File: src/rtl/note_sequencer_pkg.sv
// Note-code encodings, default tone constants and the fixed melody shared by the sound blocks.
// Pure constants and combinational helpers; no state.
package note_sequencer_pkg;

  localparam logic [1:0] NOTE_REST = 2'd0;
  localparam logic [1:0] NOTE_C    = 2'd1;
  localparam logic [1:0] NOTE_E    = 2'd2;
  localparam logic [1:0] NOTE_G    = 2'd3;

  // 12 MHz core: 100 ms duration tick, half-periods for C1/E1/G1
  localparam int unsigned DEF_TICK_CYCLES = 1200000;
  localparam int unsigned DEF_HALF_C      = 22933;
  localparam int unsigned DEF_HALF_E      = 18202;
  localparam int unsigned DEF_HALF_G      = 15306;

  typedef struct packed {
    logic [1:0] code;
    logic [3:0] dur;
  } melody_entry_t;

  function automatic melody_entry_t melody_entry(input logic [2:0] idx);
    melody_entry_t e;
    case (idx)
      3'd0:    e = '{code: NOTE_C,    dur: 4'd2};
      3'd1:    e = '{code: NOTE_E,    dur: 4'd2};
      3'd2:    e = '{code: NOTE_G,    dur: 4'd2};
      3'd3:    e = '{code: NOTE_REST, dur: 4'd1};
      3'd4:    e = '{code: NOTE_G,    dur: 4'd1};
      3'd5:    e = '{code: NOTE_E,    dur: 4'd1};
      3'd6:    e = '{code: NOTE_C,    dur: 4'd4};
      default: e = '{code: NOTE_REST, dur: 4'd2};
    endcase
    return e;
  endfunction

  // A zero duration would never expire, so it plays as one tick
  function automatic logic [3:0] eff_dur(input logic [3:0] d);
    return (d == 4'd0) ? 4'd1 : d;
  endfunction

endpackage

File: src/rtl/note_sequencer_if.sv
// Control/status bundle of the note sequencer: start/stop/loop in, status pulses and tone out.
// Plain level/pulse signals; no handshake.
interface note_sequencer_if;
  logic       start;
  logic       stop;
  logic       loop;
  logic       busy;
  logic [2:0] note_index;
  logic       note_strobe;
  logic       done;
  logic       sound;

  modport master (
    output start, stop, loop,
    input  busy, note_index, note_strobe, done, sound
  );

  modport slave (
    input  start, stop, loop,
    output busy, note_index, note_strobe, done, sound
  );
endinterface

File: src/rtl/note_sequencer_tone_divider.sv
// Square-wave generator: output flips every half_period enabled cycles; restart clears it to 0.
// Registered output, one cycle from restart/enable to sound.
module tone_divider (
  input  logic        clock,
  input  logic        reset_n,
  input  logic        restart,
  input  logic        enable,
  input  logic [15:0] half_period,
  output logic        sound
);

  logic [15:0] cnt;

  always_ff @(posedge clock or negedge reset_n) begin
    if (!reset_n) begin
      cnt   <= '0;
      sound <= 1'b0;
    end else if (restart) begin
      cnt   <= '0;
      sound <= 1'b0;
    end else if (enable) begin
      if (cnt + 16'd1 >= half_period) begin
        cnt   <= '0;
        sound <= ~sound;
      end else begin
        cnt <= cnt + 16'd1;
      end
    end
  end

endmodule

File: src/rtl/note_sequencer.sv
// Plays the fixed 8-entry melody: IDLE -> (LOAD -> PLAY) x8 -> IDLE, optional looping, stop aborts.
// Each entry lasts 1 + D*TICK_CYCLES cycles from its note_strobe; stop takes effect next cycle.
module note_sequencer
  import note_sequencer_pkg::*;
#(
  parameter int unsigned TICK_CYCLES   = DEF_TICK_CYCLES,
  parameter int unsigned HALF_PERIOD_C = DEF_HALF_C,
  parameter int unsigned HALF_PERIOD_E = DEF_HALF_E,
  parameter int unsigned HALF_PERIOD_G = DEF_HALF_G
) (
  input  logic             clock,
  input  logic             reset_n,
  note_sequencer_if.slave  bus
);

  localparam logic [1:0] ST_IDLE = 2'd0;
  localparam logic [1:0] ST_LOAD = 2'd1;
  localparam logic [1:0] ST_PLAY = 2'd2;

  localparam int TW = (TICK_CYCLES > 1) ? $clog2(TICK_CYCLES) : 1;
  localparam logic [TW-1:0] TICK_LAST = TW'(TICK_CYCLES - 1);

  logic [1:0]    state, state_nxt;
  logic [2:0]    idx, idx_nxt;
  logic [TW-1:0] tick_cnt;
  logic [3:0]    ticks_left;
  logic [15:0]   half_period;
  logic          tone_en;
  logic          done_q;
  logic          finish;
  logic          tick_wrap;
  logic          last_tick;
  logic          div_restart;
  logic          sound_w;
  melody_entry_t entry;

  function automatic logic [15:0] half_of(input logic [1:0] code);
    case (code)
      NOTE_C:  return 16'(HALF_PERIOD_C);
      NOTE_E:  return 16'(HALF_PERIOD_E);
      NOTE_G:  return 16'(HALF_PERIOD_G);
      default: return 16'd0;
    endcase
  endfunction

  assign entry     = melody_entry(idx);
  assign tick_wrap = (tick_cnt == TICK_LAST);
  assign last_tick = tick_wrap && (ticks_left == 4'd1);

  always_comb begin
    state_nxt = state;
    idx_nxt   = idx;
    finish    = 1'b0;
    case (state)
      ST_IDLE: begin
        if (bus.start && !bus.stop) begin
          state_nxt = ST_LOAD;
          idx_nxt   = 3'd0;
        end
      end
      ST_LOAD: begin
        state_nxt = bus.stop ? ST_IDLE : ST_PLAY;
      end
      ST_PLAY: begin
        if (bus.stop) begin
          state_nxt = ST_IDLE;
        end else if (last_tick) begin
          if (idx != 3'd7) begin
            state_nxt = ST_LOAD;
            idx_nxt   = idx + 3'd1;
          end else if (bus.loop) begin
            state_nxt = ST_LOAD;
            idx_nxt   = 3'd0;
          end else begin
            state_nxt = ST_IDLE;
            finish    = 1'b1;
          end
        end
      end
      default: state_nxt = ST_IDLE;
    endcase
  end

  always_ff @(posedge clock or negedge reset_n) begin
    if (!reset_n) begin
      state       <= ST_IDLE;
      idx         <= 3'd0;
      tick_cnt    <= '0;
      ticks_left  <= 4'd0;
      half_period <= 16'd0;
      tone_en     <= 1'b0;
      done_q      <= 1'b0;
    end else begin
      state  <= state_nxt;
      idx    <= idx_nxt;
      done_q <= finish;
      if (state == ST_LOAD) begin
        tick_cnt    <= '0;
        ticks_left  <= eff_dur(entry.dur);
        half_period <= half_of(entry.code);
        tone_en     <= (entry.code != NOTE_REST);
      end else if (state == ST_PLAY) begin
        if (tick_wrap) begin
          tick_cnt   <= '0;
          ticks_left <= ticks_left - 4'd1;
        end else begin
          tick_cnt <= tick_cnt + 1'b1;
        end
      end else begin
        tick_cnt   <= '0;
        ticks_left <= 4'd0;
      end
    end
  end

  // Held in restart through LOAD (entry settings are still being latched) and whenever PLAY ends
  assign div_restart = (state == ST_LOAD) || (state_nxt != ST_PLAY);

  tone_divider u_tone (
    .clock       (clock),
    .reset_n     (reset_n),
    .restart     (div_restart),
    .enable      (tone_en),
    .half_period (half_period),
    .sound       (sound_w)
  );

  assign bus.busy        = (state != ST_IDLE);
  assign bus.note_index  = idx;
  assign bus.note_strobe = (state == ST_LOAD);
  assign bus.done        = done_q;
  assign bus.sound       = sound_w;

endmodule

File: src/flat_wrapper.sv
// flat-port wrapper written by rule: the top's interface ports become plain ports
module note_sequencer_flat import note_sequencer_pkg::*;
#(
  parameter int unsigned TICK_CYCLES   = DEF_TICK_CYCLES,
  parameter int unsigned HALF_PERIOD_C = DEF_HALF_C,
  parameter int unsigned HALF_PERIOD_E = DEF_HALF_E,
  parameter int unsigned HALF_PERIOD_G = DEF_HALF_G
)
  (clock, reset_n, bus_start, bus_stop, bus_loop, bus_busy, bus_note_index, bus_note_strobe, bus_done, bus_sound);
  note_sequencer_if bus_i ();
  input  logic clock;
  input  logic reset_n;
  input wire logic [$bits(bus_i.start)-1:0] bus_start;
  input wire logic [$bits(bus_i.stop)-1:0] bus_stop;
  input wire logic [$bits(bus_i.loop)-1:0] bus_loop;
  output wire logic [$bits(bus_i.busy)-1:0] bus_busy;
  output wire logic [$bits(bus_i.note_index)-1:0] bus_note_index;
  output wire logic [$bits(bus_i.note_strobe)-1:0] bus_note_strobe;
  output wire logic [$bits(bus_i.done)-1:0] bus_done;
  output wire logic [$bits(bus_i.sound)-1:0] bus_sound;
  assign bus_i.start = bus_start;
  assign bus_i.stop = bus_stop;
  assign bus_i.loop = bus_loop;
  assign bus_busy = bus_i.busy;
  assign bus_note_index = bus_i.note_index;
  assign bus_note_strobe = bus_i.note_strobe;
  assign bus_done = bus_i.done;
  assign bus_sound = bus_i.sound;
  note_sequencer #(.TICK_CYCLES(TICK_CYCLES), .HALF_PERIOD_C(HALF_PERIOD_C), .HALF_PERIOD_E(HALF_PERIOD_E), .HALF_PERIOD_G(HALF_PERIOD_G)) u_core (.clock(clock), .reset_n(reset_n), .bus(bus_i));
endmodule
File: config.mk
export PLATFORM = sky130hd
export DESIGN_NAME = note_sequencer_flat
export DESIGN_NICKNAME = d
export VERILOG_FILES = /design/src/rtl/note_sequencer_pkg.sv /design/src/rtl/note_sequencer_if.sv /design/src/rtl/note_sequencer_tone_divider.sv /design/src/rtl/note_sequencer.sv /design/src/flat_wrapper.sv
export SDC_FILE = /design/constraint.sdc
export NUM_CORES = 1
export LEC_CHECK = 0
export CAP_MARGIN = 20
export CORE_MARGIN = 2
export CORE_UTILIZATION = 49
export CTS_BUF_LIST = sky130_fd_sc_hd__clkbuf_4 sky130_fd_sc_hd__clkbuf_8
export DETAILED_ROUTE_END_ITERATION = 12
export PLACE_DENSITY = 0.64
export SLEW_MARGIN = 25
export SYNTH_ARGS = -nofsm -noshare
export SYNTH_HDL_FRONTEND = slang
export SYNTH_SLANG_ARGS = --single-unit
File: constraint.sdc
create_clock -name clock -period 3.85 [get_ports clock]
set_input_delay 0.5775 -clock clock [delete_from_list [all_inputs] [get_ports clock]]
set_output_delay 0.5775 -clock clock [all_outputs]
set_load 0.005 [all_outputs]
Word-level counts from Yosys, hierarchy flattened

Cells that the tools add are included.

Add/sub/neg operators: 4
$lt $le $gt $ge: 1
Equal/unequal tests: 20
Mux-type cells: 33
Bitwise gates (word level): 1
Reduce and logical (&&, ||, !) cells: 14

Operators with widths:

| kind                                           | number |
|---|---|
| two-way mux 21 bit                             | 3 |
| two-way mux 16 bit                             | 3 |
| case mux 15 bit (3 select lines)               | 1 |
| case mux 6 bit (7 select lines)                | 1 |
| adder 21 x 1 -> 21 bit (second input constant) | 1 |
| == test 21 bit (second input constant)         | 1 |
| adder 16 x 1 -> 16 bit (second input constant) | 1 |
| greater-or-equal comparator 16 bit             | 1 |
| two-way mux 4 bit                              | 4 |
| two-way mux 3 bit                              | 5 |
| two-way mux 2 bit                              | 5 |
| nonzero test 2 bit                             | 5 |
| == test 3 bit (second input constant)          | 3 |
| two-way mux 1 bit                              | 9 |
| == test 2 bit (second input constant)          | 3 |
| == test 3 x 2 -> 1 bit (second input constant) | 2 |
| != test 3 x 2 -> 1 bit (second input constant) | 2 |
| case mux 2 bit (3 select lines)                | 1 |
| case mux 3 bit (2 select lines)                | 1 |
| AND reduction 5 bit                            | 1 |
| == test 2 x 1 -> 1 bit (second input constant) | 2 |
| == test 4 x 1 -> 1 bit (second input constant) | 1 |
| logical NOT 4 bit                              | 1 |
| != test 2 x 1 -> 1 bit (second input constant) | 2 |
| 12 further kinds                               | 14 |

Register bits: 65
Input bits: 5
Output and inout bits: 7

Logic depth before layout (Yosys ltp)

Gate-level depths: netlist (run 1).

Depth in word-level cells: 9
Gate-level depth with buffers: 14
Mapped depth without buffers: 12

Modules after synthesis

Synthesis (run 1) repeated with hierarchy kept, for this count alone.

Cells, all modules: 408
Area, all modules: 3663.5 µm²

Modules (own cells, without submodules):

| module         | instances | cells an instance | area an instance (µm²) | sequential area each (µm²) |
|---|---|---|---|---|
| note_sequencer | 1         | 226               | 2165.8                 | 975.9 |
| tone_divider   | 1         | 182               | 1497.7                 | 425.4 |

Worst setup path after synthesis (run 1)

No wires, ideal clock.

Kind: register -> register
Start: reg u_core.u_tone.cnt[0]
End: reg u_core.u_tone.cnt[9]
Library setup time: 87 ps
Data arrival time: 2853 ps
Required time: 3763 ps
Path slack: 910 ps
Cell stages (with the launch flop): 13
Buffers on the path: 2
Period minus slack after synthesis: 2940 ps
Cell sequence: dfrtp_1 nand3_1 or4_4 buf_6 nor2_1 xor2_1 ha_1 a21boi_0 o31a_1 a31oi_2 buf_2 nand3_1 o211ai_1

Cells in the longest elaborated chain, start to end: 5

Ends and longest elaborated chain:

| what                               | line                                                                 | source |
|---|---|---|
| from (decl)                        | note_sequencer_tone_divider.sv:12                                    | `logic [15:0] cnt;` |
| from (signal assigned)             | note_sequencer_tone_divider.sv:26                                    | `cnt <= cnt + 16'd1;` |
| adder 16 x 1 -> 16 bit (*)         | note_sequencer_tone_divider.sv:22, note_sequencer_tone_divider.sv:26 |  |
| greater-or-equal comparator 16 bit | note_sequencer_tone_divider.sv:22                                    | `if (cnt + 16'd1 >= half_period) begin` |
| two-way mux 16 bit (*)             | note_sequencer_tone_divider.sv:22                                    |  |
| two-way mux 16 bit (*)             | note_sequencer_tone_divider.sv:21                                    | `end else if (enable) begin` |
| two-way mux 16 bit (*)             | note_sequencer_tone_divider.sv:18                                    | `end else if (restart) begin` |

Every way passes the cells marked *; elsewhere a longest branch is shown, timed or not. The select of a mux whose other input is x is not followed.
A chain may end at the register's enable or synchronous reset.

Final worst setup path (run 1)

Start: reg u_core.u_tone.cnt[0]
End: reg u_core.u_tone.cnt[10]

The elaborated chain is that of the path after synthesis.

==> impl_metrics.tcl, run 1 <==
set metrics [dict create \
    finalWorstPathRequiredPeriod_ns 3.587 \
    port_buffers 11 \
    synth_mux_area_share_pct 1.297 \
    die_h_um 87.02 \
    die_width_um 87.02 \
    synth_largest_area_cell "sky130_fd_sc_hd__dfrtp_1" \
    most_common_library_cell_in_the_layout_ignoring_fill_and_taps "sky130_fd_sc_hd__dfrtp_1" \
    highest_clock_frequency_the_design_can_meet_ghz 0.2788 \
    fp.coreArea_sq_um 6719 \
    first_iter_violations 127 \
    first_global_vias 2381 \
    globalRoute.busiestLayer "met2" \
    detail_route.vias_per_cell 5.635 \
    timing.hold.worst.class "primary input to asynchronous set/reset pin" \
    power.leakage_nw 1.616 \
    root_buffer "sky130_fd_sc_hd__clkbuf_8" \
    first_pass_grt_wire_length_um 11500 \
    synth_top_cells_by_area "sky130_fd_sc_hd__dfrtp_1 41%, sky130_fd_sc_hd__ha_1 10%, sky130_fd_sc_hd__xor2_1 4.9%" \
    post_synth_num_cell_types 54 \
    totalNegativeSetupSlack_ns 0 \
    p_per_area_nw_per_um2 283.7 \
    routed-via-count 2513 \
    largest_family_of_logic_cells_by_synthesized_area "simple AND/OR/NAND/NOR gates" \
    arrival_ns 3.84 \
    final_period_utilization_pct 93.18 \
    grt.total_usage_pct 19.29 \
    drc 0 \
    yosys.area_share.simple_pct 23.60 \
    routabilityCongestion 0.7981 \
    global_route.usage.met3_pct 4.739 \
    reg2reg_from "u_core.u_tone.cnt[0]" \
    overflow 0 \
    nFillCells 597 \
    worst_r2r_path_depth 11 \
    cts_hold_buffers 0 \
    post_drt_wl_per_cell_um 15.07 \
    dr.pass1.iters 4 \
    drt.antenna.violating_nets 0 \
    worst_skew_pair.late_latency_ns 0.32 \
    timing.setup.critical_path_class "register to register" \
    number_of_antenna_violations_at_the_first_check_in_global_routing 0 \
    pin_slew_with_the_least_headroom_to_its_limit_ns 0.6436 \
    worst_setup_path_startpoint "u_core.u_tone.cnt[0]" \
    final-hold-violation-count 0 \
    critical_path.startpoint_type "register" \
    synth_compound_gate_area_share_pct 12.49 \
    synth_xor_area_share_pct 6.743 \
    slew_viol_final 0 \
    synthAdderAreaFrac_pct 10.00 \
    ys.warnings.count 0 \
    grt_setup_unrepaired "no" \
    number_of_cells_upsized_or_downsized_after_cts 0 \
    worst_slew_margin_rel_pct 57.09 \
    synth.net_count 385 \
    mostFrequentLayoutCells "56 x sky130_fd_sc_hd__dfrtp_1, 35 x sky130_fd_sc_hd__nand2_1, 31 x sky130_fd_sc_hd__nor2_1" \
    floorplan.initialDensity_pct 50.26 \
    end_kind "register" \
    cp.required_ns 4.11 \
    antenna-diode-count 0 \
    post-cts-setup-buffers 0 \
    vdd.ir_drop.worst_mv 0.1660 \
    maxCapViolations 0 \
    hpwlAfterDp_um 4960 \
    share_of_the_synthesized_area_in_the_top_cell_type_pct 41.50 \
    synthesis.instances 353 \
    globalRouteMet1Util_pct 26.65 \
    seq_area_frac_synth_pct 41.50 \
    wl_um 6719 \
    status "completed" \
    fin_worst_skew_ns 0.008289 \
    slack_of_the_worst_reg_to_reg_path_ns 0.26 \
    routing_usage_on_met2_pct 30.60 \
    areaGrowthSynthToFinish_pct 8.003 \
    postSynthRegisterBits 56 \
    final_setup_vio_count 0 \
    finish.net_count 397 \
    pin_count 12 \
    dp.cells 438 \
    post_synth_instance_area_sq_um 3377 \
    drive_above_1_share_pct 9.563 \
    fp.dieArea_sq_um 7572 \
    tritoncts "done" \
    p_total_w 0.001035 \
    cts_buffers 5 \
    stdcell_count 446 \
    postSynthAreaPerCell_sq_um 9.567 \
    max_fo_critical_path 9 \
    cts-htree-levels 2 \
    clkSinkCount 56 \
    cts.path.max_buffers 2 \
    clkSlewWorstSetupHoldPaths_ns 0.10 \
    reg_to_reg_critical_path_endpoint "u_core.u_tone.cnt[10]" \
    floorplan_row_count 30 \
    grt_start_max_net_pins 30 \
]
[stage by stage]
stage | setup WS, ns | utilization, % | area, sq um | hold WS, ns
after floorplan | 0.9099 | - | 3377 | 0.2819
after global placement | 0.3304 | 52.91 | 3555 | 0.4671
after detailed placement | 0.3258 | 52.91 | 3555 | 0.4926
after CTS | 0.2735 | 54.28 | 3647 | 0.2870
after global routing | 0.02279 | 54.28 | 3647 | 0.3147
final | 0.2626 | 54.28 | 3647 | 0.2616
[registers in the layout, indices dropped and copies added (netlist names)]
register / count
u_core.bus.note_index: 3
u_core.state: 2
u_core.tone_en: 1
u_core.ticks_left: 4
u_core.u_tone.cnt: 16
u_core.half_period: 7
u_core.u_tone.sound: 1
u_core.tick_cnt: 21
u_core.bus.done: 1
[final cells by class]
class	count	area, sq um	area share (%)
Multi-Input combinational cell	265	1828	50.12
Sequential cell	56	1401	38.42
Timing Repair Buffer	17	150.1	4.117
Tap cell	80	100.1	2.744
Clock buffer	6	76.32	2.093
Inverter	20	75.07	2.058
Clock inverter	2	16.27	0.4460
[routing by layer]
layer | vias up | routed length (um)
met3 | 7 | 282
met2 | 49 | 3120
met5 | - | 0
li1 | 1275 | -
met4 | 0 | 74
met1 | 1182 | 3243
[Yosys cell counts (all sizes together)]
cell type / count
o22a: 1
dfrtp: 56
a21oi: 14
o21ai: 21
a21o: 1
or2: 3
nor2b: 3
inv: 20
and2: 2
mux2: 3
or4: 2
a32o: 10
nand4bb: 1
and3: 5
a31oi: 2
buf: 5
o22ai: 2
nand4b: 1
xor2: 19
mux2i: 1
and4: 5
nand3: 23
nand2b: 4
ha: 27
a211oi: 1
o31ai: 1
nor3: 6
or3: 7
and3b: 2
nand2: 36
nor4b: 1
or3b: 1
nor4bb: 1
nand4: 9
clkbuf: 7
a211o: 1
o211ai: 4
o31a: 2
nor3b: 2
and2b: 1
nor2: 31
xnor2: 7
a21boi: 2
[cells by family after synthesis]
group | Yosys count
simple gates | 146
compound gates | 62
flops | 56
buf+inv | 32
fa+ha+maj | 27
xor+xnor | 26
mux | 4
[worst max-delay path, cell delays in order, from the launching register on]
cell and delay (ns):
sky130_fd_sc_hd__dfrtp_1 0.46, sky130_fd_sc_hd__nand3_1 0.20, sky130_fd_sc_hd__or4_4 0.61, sky130_fd_sc_hd__and2b_2 0.25
sky130_fd_sc_hd__xor2_1 0.24, sky130_fd_sc_hd__ha_1 0.29, sky130_fd_sc_hd__a21o_1 0.17, sky130_fd_sc_hd__a21oi_1 0.22
sky130_fd_sc_hd__nand2_1 0.14, sky130_fd_sc_hd__nor4b_4 0.52, sky130_fd_sc_hd__buf_4 0.25, sky130_fd_sc_hd__a32o_1 0.17
[where the power goes]
part | total [W] | switching, W | internal [W]
Sequential | 0.000613 | 0.0000105 | 0.000602
Combinational | 0.0000872 | 0.0000572 | 0.0000301
Clock | 0.000335 | 0.000198 | 0.000137
[worst max path at each step]
stage               slack (ns)                     to  cells after the start
floorplan                 0.91   u_core.u_tone.cnt[9]                     12
global placement          0.33  u_core.u_tone.cnt[10]                     11
detailed placement        0.33  u_core.u_tone.cnt[13]                     11
CTS                       0.27  u_core.u_tone.cnt[10]                     11
global route              0.02   u_core.u_tone.cnt[8]                     11
finish                    0.26  u_core.u_tone.cnt[10]                     11
(Power assumes the default switching activity.)
==> inputs of run 2 (changes only) <==
Settings changed: SYNTH_HIERARCHICAL set to 1.
==> impl_metrics.tcl, run 2 <==
set metrics [dict create \
    post_drt_wl_per_cell_um 14.06 \
    fp.coreArea_sq_um 7253 \
    seq_area_frac_synth_pct 38.25 \
    critical_path.startpoint_type "register" \
    hpwlAfterDp_um 5251 \
    grt_start_max_net_pins 40 \
    highest_clock_frequency_the_design_can_meet_ghz 0.2950 \
    cts_hold_buffers 0 \
    synth-main-ff-cell "sky130_fd_sc_hd__dfrtp_1" \
    arrival_ns 3.59 \
    post-cts-setup-buffers 0 \
    first_global_vias 2652 \
    fp.dieArea_sq_um 8184 \
    worst_slew_margin_rel_pct 54.55 \
    final_period_utilization_pct 88.04 \
    number_of_cells_upsized_or_downsized_after_cts 0 \
    overflow 0 \
    finish.net_count 450 \
    drt.antenna.violating_nets 0 \
    drive_above_1_share_pct 10.07 \
    fin_worst_skew_ns 0.008884 \
    end_kind "register" \
    floorplan_row_count 31 \
    pin_slew_with_the_least_headroom_to_its_limit_ns 0.6818 \
    first_iter_violations 142 \
    async_flop_share_pct 100.0 \
    grt.total_usage_pct 18.74 \
    cp.required_ns 4.05 \
    synth_top_cells_by_area "sky130_fd_sc_hd__dfrtp_1 38%, sky130_fd_sc_hd__ha_1 9.9%, sky130_fd_sc_hd__nand2_1 4.9%" \
    post_synth_instance_area_sq_um 3664 \
    finish.instance_area_sq_um 3976 \
    final_setup_vio_count 0 \
    power.leakage_nw 1.697 \
    share_of_the_synthesized_area_in_the_top_cell_type_pct 38.25 \
    vdd.ir_drop.worst_mv 0.1544 \
    post_synth_num_cell_types 61 \
    totalNegativeSetupSlack_ns 0 \
    timing.setup.critical_path_class "register to register" \
    floorplan.initialDensity_pct 50.51 \
    first_pass_grt_wire_length_um 12770 \
    dr.pass1.iters 4 \
    cts-htree-levels 2 \
    largest-register "u_core/tick_cnt" \
    most_common_library_cell_in_the_layout_ignoring_fill_and_taps "sky130_fd_sc_hd__dfrtp_1" \
    synth_largest_area_cell "sky130_fd_sc_hd__dfrtp_1" \
    pin_count 12 \
    status "completed" \
    routabilityCongestion 0.8248 \
    ys.warnings.count 6 \
    final-hold-violation-count 0 \
    cts.path.max_buffers 2 \
    tritoncts "done" \
    worst_skew_pair.late_latency_ns 0.31 \
    synthMostInstantiatedCell "sky130_fd_sc_hd__dfrtp_1" \
    slew_viol_final 0 \
    p_per_area_nw_per_um2 284.7 \
    root_buffer "sky130_fd_sc_hd__clkbuf_8" \
    placedInstanceArea_sq_um 3862 \
    routed-via-count 2809 \
    drc 0 \
    synthesis.instances 408 \
    wl_um 7253 \
    number_of_antenna_violations_at_the_first_check_in_global_routing 0 \
    multi_input_comb_area_sq_um 2071 \
    grt_setup_unrepaired "no" \
    nFillCells 687 \
    clkSinkCount 56 \
    areaGrowthSynthToFinish_pct 8.538 \
    postSynthRegisterBits 56 \
    synth-edff-count 0 \
    mostFrequentLayoutCells "56 x sky130_fd_sc_hd__dfrtp_1, 48 x sky130_fd_sc_hd__nand2_1, 35 x sky130_fd_sc_hd__inv_1" \
    max_fo_critical_path 11 \
    postSynthAreaPerCell_sq_um 8.979 \
    synth_top_cells_by_count "56 x sky130_fd_sc_hd__dfrtp_1, 48 x sky130_fd_sc_hd__nand2_1, 35 x sky130_fd_sc_hd__inv_1" \
    port_buffers 11 \
    clkSlewWorstSetupHoldPaths_ns 0.10 \
    die_h_um 90.47 \
    die_width_um 90.47 \
    regArea_sq_um 1401 \
    biggestRegsByFlops "u_core/tick_cnt (21), u_core/u_tone/cnt (16), u_core/half_period (7)" \
    timing.hold.worst.class "primary input to asynchronous set/reset pin" \
    largest_register_ffs 21 \
    detail_route.vias_per_cell 5.444 \
    antenna-diode-count 0 \
    cts_buffers 5 \
    maxCapViolations 0 \
    finalWorstPathRequiredPeriod_ns 3.389 \
]
-- run 2: changes by cell type after synthesis, moves of 7 or more --
| cell | previous run | this run |
|---|---|---|
| sky130_fd_sc_hd__o21ai_1 | 0 | 7 |
| sky130_fd_sc_hd__xnor2_1 | 7 | 16 |
| sky130_fd_sc_hd__a32o_1 | 10 | 0 |
| sky130_fd_sc_hd__xor2_1 | 19 | 10 |
| sky130_fd_sc_hd__inv_1 | 20 | 35 |
| sky130_fd_sc_hd__nand2_1 | 35 | 48 |
-- run 2: kinds of logic (layout without fill, tap and decap cells) --
kind of cell    after synthesis  count (layout)  synth area share, %
other cells                   1               2               0.1024
buf+inv                      50              58                5.396
flops                        56              56                38.25
compound gates               67              67                12.64
mux                           4               4                1.161
fa+ha+maj                    29              29                9.904
simple gates                175             175                26.33
xor+xnor                     26              26                6.216
-- run 2: final timing paths --
| kind | slack (ns) | cells past startpoint | endpoint | startpoint |
|---|---|---|---|---|
| worst max-delay path | 0.46 | 12 | u_core/u_tone/sound | u_core/u_tone/cnt[0] |
| min in group clock | 0.50 | 2 | u_core/half_period[8] | u_core/half_period[8] |
| max in group asynchronous | 2.97 | 2 | u_core/ticks_left[0] | reset_n |
| worst max register to register | 0.46 | 12 | u_core/u_tone/sound | u_core/u_tone/cnt[0] |
| worst min-delay path | 0.24 | 1 | u_core/u_tone/cnt[2] | reset_n |
| worst min register to register | 0.50 | 2 | u_core/half_period[8] | u_core/half_period[8] |
-- run 2: power breakdown --
group	leakage [nW]	internal, W	switching [W]
Combinational	0.876	0.0000431	0.0000700
Clock	0.0541	0.000193	0.000201
Sequential	0.767	0.000606	0.0000187
-- run 2: layer usage --
layer  track usage, %  vias to the layer above  routed length, um
met5                0                        -                  0
met4            4.359                        0                 48
met3            2.087                        4                195
met2            29.04                       42               3317
met1            28.17                     1326               3691
li1                 -                     1437                  -
-- run 2: critical path: stages (launching register included) --
cell                        delay, ns
sky130_fd_sc_hd__dfrtp_1         0.48
sky130_fd_sc_hd__ha_1            0.34
sky130_fd_sc_hd__nand3_1         0.14
sky130_fd_sc_hd__or2_4           0.26
sky130_fd_sc_hd__nor4_4          0.28
sky130_fd_sc_hd__xnor2_1         0.19
sky130_fd_sc_hd__inv_1           0.08
sky130_fd_sc_hd__ha_1            0.29
sky130_fd_sc_hd__o21ai_0         0.15
sky130_fd_sc_hd__o21ai_1         0.08
sky130_fd_sc_hd__o21ba_1         0.52
sky130_fd_sc_hd__nand3b_1        0.28
sky130_fd_sc_hd__o2bb2ai_1       0.20
-- run 2: final cells by class --
| cell class | count | share of cell area [%] |
|---|---|---|
| clock buffer | 5 | 1.731 |
| clock inverter | 3 | 1.070 |
| inverter | 35 | 3.304 |
| multi-input combinational | 303 | 52.08 |
| sequential | 56 | 35.24 |
| tap | 99 | 3.115 |
| timing repair buffer | 15 | 3.461 |
-- run 2: through the flow --
stage | hold WS (ns) | total power (W) | util, % | cells | worst slack [ns]
floorplan | 0.2819 | 0.0007068 | - | 409 | 0.8853
global placement | 0.4765 | 0.0007474 | 53.25 | 508 | 0.6255
detailed placement | 0.4778 | 0.0007497 | 53.25 | 508 | 0.5807
CTS | 0.4343 | 0.001149 | 54.79 | 516 | 0.5253
global route | 0.2759 | 0.001190 | 54.82 | 516 | 0.2277
finish | 0.2368 | 0.001132 | 54.82 | 516 | 0.4605
==> inputs of run 3 (changes only) <==
Settings changed: PLACE_DENSITY 0.64 to 0.67.
Clock period 3.85 ns to 2.9 ns, I/O delays scaled along.
==> impl_metrics.tcl, run 3 (synthesis results as in run 2) <==
set metrics [dict create \
    first_pass_grt_wire_length_um 12830 \
    end_kind "register" \
    final_setup_vio_count 0 \
    timing.setup.critical_path_class "register to register" \
    biggestRegsByFlops "u_core/tick_cnt (21), u_core/u_tone/cnt (16), u_core/half_period (7)" \
    cts_hold_buffers 0 \
    dr.pass1.iters 4 \
    power.leakage_nw 1.787 \
    finish.net_count 469 \
    routabilityCongestion 0.7609 \
    clkSlewWorstSetupHoldPaths_ns 0.10 \
    max_fo_critical_path 6 \
    post-route-util_pct 57.79 \
    status "completed" \
    slew_viol_final 0 \
    antenna-diode-count 0 \
    pin_slew_with_the_least_headroom_to_its_limit_ns 0.5041 \
    cts_buffers 5 \
    timing.hold.worst.class "primary input to asynchronous set/reset pin" \
    largest_register_ffs 21 \
    root_buffer "sky130_fd_sc_hd__clkbuf_8" \
    detail_route.vias_per_cell 5.398 \
    number_of_antenna_violations_at_the_first_check_in_global_routing 0 \
    grt_start_max_net_pins 22 \
    fin_worst_skew_ns 0.01303 \
    maxCapViolations 0 \
    die_width_um 90.47 \
    first_global_vias 2745 \
    die_h_um 90.47 \
    areaGrowthSynthToFinish_pct 14.41 \
    cts.path.max_buffers 2 \
    routed-via-count 2888 \
    drt.antenna.violating_nets 0 \
    finish.instance_area_sq_um 4192 \
    tritoncts "done" \
    worst_skew_pair.late_latency_ns 0.31 \
    final_period_utilization_pct 96.85 \
    clkSinkCount 56 \
    fp.dieArea_sq_um 8184 \
    finalWorstPathRequiredPeriod_ns 2.809 \
    grt_setup_unrepaired "yes" \
    highest_clock_frequency_the_design_can_meet_ghz 0.3560 \
    final-hold-violation-count 0 \
    worst_slew_margin_rel_pct 66.36 \
    arrival_ns 3.01 \
    drc 0 \
    cts-htree-levels 2 \
    critical_path.startpoint_type "register" \
    post_drt_wl_per_cell_um 13.83 \
    fp.coreArea_sq_um 7253 \
    grt.total_usage_pct 18.98 \
    most_common_library_cell_in_the_layout_ignoring_fill_and_taps "sky130_fd_sc_hd__dfrtp_1" \
    cp.required_ns 3.11 \
    pin_count 12 \
    first_iter_violations 136 \
    floorplan.initialDensity_pct 50.51 \
    largest-register "u_core/tick_cnt" \
    placedInstanceArea_sq_um 3983 \
    p_per_area_nw_per_um2 343.6 \
    drive_above_1_share_pct 17.20 \
    vdd.ir_drop.worst_mv 0.1904 \
    port_buffers 11 \
    hpwlAfterDp_um 5426 \
    worst_r2r_path_depth 13 \
    floorplan_row_count 31 \
    overflow 0 \
    wl_um 7401 \
    mostFrequentLayoutCells "55 x sky130_fd_sc_hd__dfrtp_1, 48 x sky130_fd_sc_hd__nand2_1, 35 x sky130_fd_sc_hd__inv_1" \
]
## run 3: worst paths after layout
check,from,to,slack [ns]
setup / recovery,u_core/u_tone/cnt[0],u_core/u_tone/cnt[13],0.09
hold / removal,reset_n,u_core/u_tone/cnt[2],0.04
setup reg to reg,u_core/u_tone/cnt[0],u_core/u_tone/cnt[13],0.09
hold reg to reg,u_core/half_period[8],u_core/half_period[8],0.51
max in group asynchronous,reset_n,u_core/u_tone/cnt[7],2.22
min in group clock,u_core/half_period[8],u_core/half_period[8],0.51
## run 3: where the power goes
part           total, W  internal [W]  leakage, nW  switching [W]
clock network  0.000445      0.000174       0.0485       0.000271
logic          0.000166     0.0000670        0.973      0.0000988
registers      0.000830      0.000804        0.766      0.0000253
## run 3: what timing repair did
item / in CTS / in global routing
setup buffers: 0 / 2
resized for setup: 1 / 17
setup endpoints to repair: 4 / 13
pin swaps: 1 / 8
gates cloned: 0 / 1
## run 3: worst max-delay path, cell delays in order, from the launching register on
cell and delay (ns):
sky130_fd_sc_hd__dfrtp_1 0.37, sky130_fd_sc_hd__buf_4 0.15, sky130_fd_sc_hd__nand4_1 0.13, sky130_fd_sc_hd__or2_4 0.27, sky130_fd_sc_hd__nor2_2 0.16, sky130_fd_sc_hd__xnor2_2 0.15, sky130_fd_sc_hd__inv_1 0.07, sky130_fd_sc_hd__ha_1 0.31
sky130_fd_sc_hd__nand4_1 0.13, sky130_fd_sc_hd__nor4_1 0.28, sky130_fd_sc_hd__a32oi_1 0.18, sky130_fd_sc_hd__buf_4 0.22, sky130_fd_sc_hd__a31oi_1 0.19, sky130_fd_sc_hd__o21ai_1 0.09
## run 3: layout make-up
type	count	area, sq um
timing repair buffer	34	275.3
sequential	56	1403
clock inverter	3	22.52
multi-input combinational	303	2167
clock buffer	5	68.82
fill	653	3062
inverter	35	131.4
tap	99	123.9
## run 3: through the flow
stage / instances / hold WS (ns) / worst slack, ns / power [W] / TNS, ns
finish: 535 / 0.04067 / 0.09133 / 0.001440 / 0
global placement: 524 / 0.3973 / 0.06743 / 0.001002 / 0
detailed placement: 524 / 0.3998 / -0.005139 / 0.001006 / -0.005139
global route: 535 / 0.06154 / -0.05371 / 0.001524 / -0.1929
floorplan: 409 / 0.1394 / 0.0007623 / 0.0009385 / 0
CTS: 532 / 0.04480 / 0.07439 / 0.001459 / 0
## run 3: metal layers
| metal | global-route usage, % | up-vias | routed length [um] |
|---|---|---|---|
| met4 | 4.615 | 0 | 58 |
| li1 | - | 1481 | - |
| met5 | 0 | - | 0 |
| met2 | 30.22 | 40 | 3470 |
| met3 | 3.255 | 4 | 189 |
| met1 | 26.99 | 1363 | 3683 |
